$ cat src/rtl/button_event_detect.sv
// Debounces a synchronised button level and classifies each press into
// press/release/short/long/auto-repeat single-cycle pulses.
module button_event_detect #(
  parameter int unsigned DEBOUNCE_CYCLES = 500000,
  parameter int unsigned LONG_CYCLES     = 50000000,
  parameter int unsigned REPEAT_CYCLES   = 10000000,
  parameter int unsigned CNT_W           = 32
) (
  input  logic clk,
  input  logic rst,
  input  logic btn_sync,
  output logic btn_level,
  output logic press_pulse,
  output logic release_pulse,
  output logic short_press,
  output logic long_press,
  output logic repeat_pulse
);

  typedef enum logic [2:0] {IDLE, DB_DN, HELD, LONG, DB_UP} state_t;

  localparam logic [CNT_W-1:0] DEB_LAST  = CNT_W'(DEBOUNCE_CYCLES - 1);
  localparam logic [CNT_W-1:0] LONG_LAST = CNT_W'(LONG_CYCLES - 1);
  localparam logic [CNT_W-1:0] REP_LAST  = CNT_W'(REPEAT_CYCLES - 1);
  localparam bit               REPEAT_EN = (REPEAT_CYCLES != 0);

  state_t           state, state_nxt;
  logic [CNT_W-1:0] deb_cnt, deb_nxt, hold_cnt, hold_nxt;
  logic             long_flag, long_nxt, level_nxt;
  logic             press_nxt, release_nxt, short_nxt, longp_nxt, repeat_nxt;

  // Counters stick at all-ones rather than wrapping back to a matching value.
  function automatic logic [CNT_W-1:0] sat_inc(input logic [CNT_W-1:0] v);
    return (&v) ? v : v + CNT_W'(1);
  endfunction

  always_comb begin
    state_nxt   = state;
    deb_nxt     = deb_cnt;
    hold_nxt    = hold_cnt;
    long_nxt    = long_flag;
    level_nxt   = btn_level;
    press_nxt   = 1'b0;
    release_nxt = 1'b0;
    short_nxt   = 1'b0;
    longp_nxt   = 1'b0;
    repeat_nxt  = 1'b0;
    case (state)
      IDLE: if (btn_sync) begin
        state_nxt = DB_DN;
        deb_nxt   = CNT_W'(1);
      end
      DB_DN: begin
        if (!btn_sync) state_nxt = IDLE;
        else if (deb_cnt == DEB_LAST) begin
          state_nxt = HELD;
          press_nxt = 1'b1;
          level_nxt = 1'b1;
          hold_nxt  = '0;
          long_nxt  = 1'b0;
        end else deb_nxt = sat_inc(deb_cnt);
      end
      // A drop on the completing edge goes to DB_UP: release wins over long/repeat.
      HELD: begin
        if (!btn_sync) begin
          state_nxt = DB_UP;
          deb_nxt   = CNT_W'(1);
        end else if (hold_cnt == LONG_LAST) begin
          state_nxt = LONG;
          longp_nxt = 1'b1;
          long_nxt  = 1'b1;
          hold_nxt  = '0;
        end else hold_nxt = sat_inc(hold_cnt);
      end
      LONG: begin
        if (!btn_sync) begin
          state_nxt = DB_UP;
          deb_nxt   = CNT_W'(1);
        end else if (REPEAT_EN) begin
          if (hold_cnt == REP_LAST) begin
            repeat_nxt = 1'b1;
            hold_nxt   = '0;
          end else hold_nxt = sat_inc(hold_cnt);
        end
      end
      // hold_cnt stays frozen so a bounce resumes the hold where it left off.
      DB_UP: begin
        if (btn_sync) state_nxt = long_flag ? LONG : HELD;
        else if (deb_cnt == DEB_LAST) begin
          state_nxt   = IDLE;
          release_nxt = 1'b1;
          short_nxt   = !long_flag;
          level_nxt   = 1'b0;
        end else deb_nxt = sat_inc(deb_cnt);
      end
      default: state_nxt = IDLE;
    endcase
  end

  always_ff @(posedge clk or posedge rst) begin
    if (rst) begin
      state         <= IDLE;
      deb_cnt       <= '0;
      hold_cnt      <= '0;
      long_flag     <= 1'b0;
      btn_level     <= 1'b0;
      press_pulse   <= 1'b0;
      release_pulse <= 1'b0;
      short_press   <= 1'b0;
      long_press    <= 1'b0;
      repeat_pulse  <= 1'b0;
    end else begin
      state         <= state_nxt;
      deb_cnt       <= deb_nxt;
      hold_cnt      <= hold_nxt;
      long_flag     <= long_nxt;
      btn_level     <= level_nxt;
      press_pulse   <= press_nxt;
      release_pulse <= release_nxt;
      short_press   <= short_nxt;
      long_press    <= longp_nxt;
      repeat_pulse  <= repeat_nxt;
    end
  end

endmodule
$ cat config.mk
export PLATFORM = sky130hd
export DESIGN_NAME = button_event_detect
export DESIGN_NICKNAME = d
export VERILOG_FILES = /design/src/rtl/button_event_detect.sv
export SDC_FILE = /design/constraint.sdc
export NUM_CORES = 1
export LEC_CHECK = 0
export CAP_MARGIN = 20
export CORE_MARGIN = 5
export CORE_UTILIZATION = 40
export CTS_BUF_LIST = sky130_fd_sc_hd__clkbuf_4
export CTS_CLUSTER_SIZE = 30
export DETAILED_ROUTE_END_ITERATION = 6
export RECOVER_POWER = 100
export SYNTH_ARGS = -nofsm -noshare
export SYNTH_HDL_FRONTEND = slang
export SYNTH_SLANG_ARGS = --single-unit
$ cat constraint.sdc
create_clock -name clk -period 5.35 [get_ports clk]
set_input_delay 0.8025 -clock clk [delete_from_list [all_inputs] [get_ports clk]]
set_output_delay 0.8025 -clock clk [all_outputs]
set_load 0.01 [all_outputs]
==> run_results.csv <==
group,metric,value,unit
worst_setup_path,cp-end-kind,"register",
clock_tree,cts.repair.resized,0,
die,dieHeight,113,um
sta,period_needed,4.09,ns
worst_hold_path,min-delay-start,"long_flag$_DFFE_PP0P_",
global_routing,grt_pass1_wl,16200,um
global_routing,grt_pass1_vias,3355,
routing,highest_layer,"met4",
worst_setup_path,crit_chain,"dlygate4sd3_1, nor2b_1, nand2_1, nor4_1, clkbuf_1, o21ai_0, or4_1, a21oi_1",
sta,setup-violations-final,0,
finish,syn_to_final_growth,5.25,%
place,gp_congestion,0.786,
finish,nets,471,
logic_synthesis,synth-seq-cells,74,
status,status,"finished clean",
routing,wl_met1,4990,um
worst_setup_path,critical_path_arrival,4.43,ns
place,io_buffer_count,8,
global_routing,overflow,0,
logic_synthesis,synth_edf_count,0,
die,start_util,40.9,%
logic_synthesis,ys_seq_area_share,43.9,%
worst_setup_path,crit_slowest_cell,"dlygate4sd3_1",
logic_synthesis,synthCells,469,
routing,dr.pass1.iters,4,
worst_hold_path,hold_class,"reg2reg",
worst_setup_path,crit_path_start_kind,"input port",
worst_setup_path,required,5.69,ns
sta,clock_skew,0.0132,ns
logic_synthesis,synth_top_cells_by_count,"dfrtp_1, a21oi_1, nor2_1",
routing,vias,3602,
pwr,p_leak,1.69,nW
finish,antennaDiodeCount,0,
routing,via_per_inst,5.94,
logic_synthesis,synth_area_leaders,"dfrtp_1, a21oi_1, or3_1",
worst_hold_path,min_delay_worst_endpoint,"short_press$_DFF_PP0_",
logic_synthesis,synth_largest_area_cell,"dfrtp_1",
clock_tree,htreeDepth,3,
routing,drt-wirelength-per-cell,15.7,um
finish,n_fill_cell,1053,
pwr,ir_drop,0.0739,mV
sta,tns,0,ns
worst_setup_path,worstReg2RegEnd,"hold_cnt[4]$_DFFE_PP0P_",
job,max_cap_viol_count,0,
die,pin_count,9,
routing,drtIter0Drc,225,
logic_synthesis,yosysUniqueCellTypes,49,
sta,rsz0062_at_grt,"no",
logic_synthesis,postSynthAreaPerCell,9.00,sq um
routing,wl_met2,4150,um
sta,slew_viol_final,0,
pwr,p_per_area,207,mW/mm^2
sta,fmax,245,MHz
worst_hold_path,hold_depth,1,
routing,wl_met3,204,um
worst_setup_path,reg2regPathDepth,8,
logic_synthesis,yosys_warnings,0,
logic_synthesis,syn_area,0.00422,sq mm
sta,hold_ws,0.497,ns
worst_setup_path,r2r_setup_slack,1.58,ns
worst_setup_path,cp_top_family,"simple AND/OR/NAND/NOR gates",
logic_synthesis,yosysMostFrequentCell,"dfrtp_1",
worst_setup_path,cp.buffers_inverters,2,
worst_setup_path,max_stage_delay,0.72,ns
die,core,0.0103,sq mm
worst_setup_path,worst-setup-path-type,"in2reg",
place,dp_hpwl,6340,um
sta,hold_viol_final,0,
global_routing,grt_usage,15.5,%
worst_setup_path,crit_fanout,16,
sta,max-slew-margin-rel,8.98,%
pwr,finalPower,918,uW
sta,finalCritPeriodShare,76.4,%
clock_tree,cts_tree,"yes",
die,fp.dieW,113,um
logic_synthesis,async_flop_share,100,%
clock_tree,clkSlewWorstSetupHoldPaths,0.11,ns
finish,multi_input_area,0.00220,sq mm
logic_synthesis,synth_nets,474,
clock_tree,clock_latency,0.42,ns
global_routing,antenna_found_initial,0,
clock_tree,post_cts_buffers,0,
routing,drt-total-wl,9520,um
clock_tree,numCtsBuffers,9,
clock_tree,cts_hold_buffers,0,
worst_setup_path,reg2reg_from,"hold_cnt[0]$_DFFE_PP0P_",
global_routing,grt_max_degree,55,
finish,regArea,0.00185,sq mm
finish,drive_gt1_share,5.32,%
die,dieArea,0.0127,sq mm
die,rows,37,
logic_synthesis,synth-main-ff-cell,"dfrtp_1",
sta,tightest_slew,1.37,ns
finish,post-route-util,43.0,%
logic_synthesis,yosys.area.top_type_share,43.9,%
clock_tree,cts-root-buf,"clkbuf_4",
clock_tree,cts_sinks,74,
clock_tree,clockBufferDepth,2,
finish,stdcell_area,0.00444,sq mm
routing,route.detailed.drc,0,
place,place_area,0.00438,sq mm
routing,postRouteAntennaNets,0,
-- registers in the layout, summed over array words and instances, names as in the netlist --
signal         flops
long_flag          1
hold_cnt          32
state              3
long_press         1
repeat_pulse       1
deb_cnt           32
short_press        1
btn_level          1
release_pulse      1
press_pulse        1
-- per-stage QoR --
step	setup WS [ns]	cells
CTS	1.80	605
global placement	1.49	590
detailed placement	1.37	590
finish	1.26	606
global route	1.03	606
floorplan	2.67	469
-- cells by family after synthesis --
kind of cell	count (synthesis)	share of synthesized area [%]
AO/OA/AOI/OAI	121	17.7
XOR/XNOR	20	4.15
adder cells (fa/ha/maj)	2	0.593
buffers and inverters	34	3.35
flip-flops	74	43.9
multiplexers	1	0.237
AND/OR/NAND/NOR	217	30.1
-- area by class of cell --
cell class / count / area share, %
flip-flops and latches: 74 / 41.7
repair buffers: 11 / 2.08
clock inverters: 6 / 0.563
clock buffers: 9 / 1.52
well taps: 136 / 3.83
inverters: 9 / 0.789
multi-input cells: 361 / 49.5
-- per-layer routing --
metal | global-route usage [%] | up-vias
li1 | - | 1763
met4 | 6.49 | 0
met1 | 22.6 | 1788
met2 | 22.7 | 38
met3 | 2.41 | 13
met5 | 0 | -
-- worst max-delay path by stage --
stage / from / end / slack (ns) / depth (start not counted)
floorplan: rst / btn_level$_DFFE_PP0P_ / 2.67 / 1
global placement: btn_sync / deb_cnt[9]$_DFFE_PP0P_ / 1.49 / 7
detailed placement: btn_sync / deb_cnt[9]$_DFFE_PP0P_ / 1.37 / 7
CTS: hold_cnt[0]$_DFFE_PP0P_ / hold_cnt[4]$_DFFE_PP0P_ / 1.80 / 7
global route: btn_sync / hold_cnt[9]$_DFFE_PP0P_ / 1.03 / 8
finish: btn_sync / hold_cnt[9]$_DFFE_PP0P_ / 1.26 / 8
-- power breakdown --
part	internal, mW	leakage [nW]	total [mW]	switching [mW]
Clock	0.0855	0.0555	0.276	0.191
Combinational	0.0165	0.612	0.0543	0.0377
Sequential	0.570	1.02	0.587	0.0168
-- placed cells by master, fill, tap and decap left out, types with 4 or more instances in the layout --
master,instances
nand4_1,18
inv_1,8
o21ai_0,31
xor2_1,17
and2_1,6
o211ai_1,8
clkinv_1,4
or3_1,27
a21oi_1,46
nand3_1,21
or4b_2,4
nand2_1,31
dlygate4sd3_1,8
o2111ai_1,10
nor2_1,34
nor3_1,10
or4_1,20
and3_1,7
and4_1,6
clkbuf_4,9
nor4_1,9
o31ai_1,17
or2_2,4
nand2b_1,5
dfrtp_1,74
(Power assumes the default switching activity.)
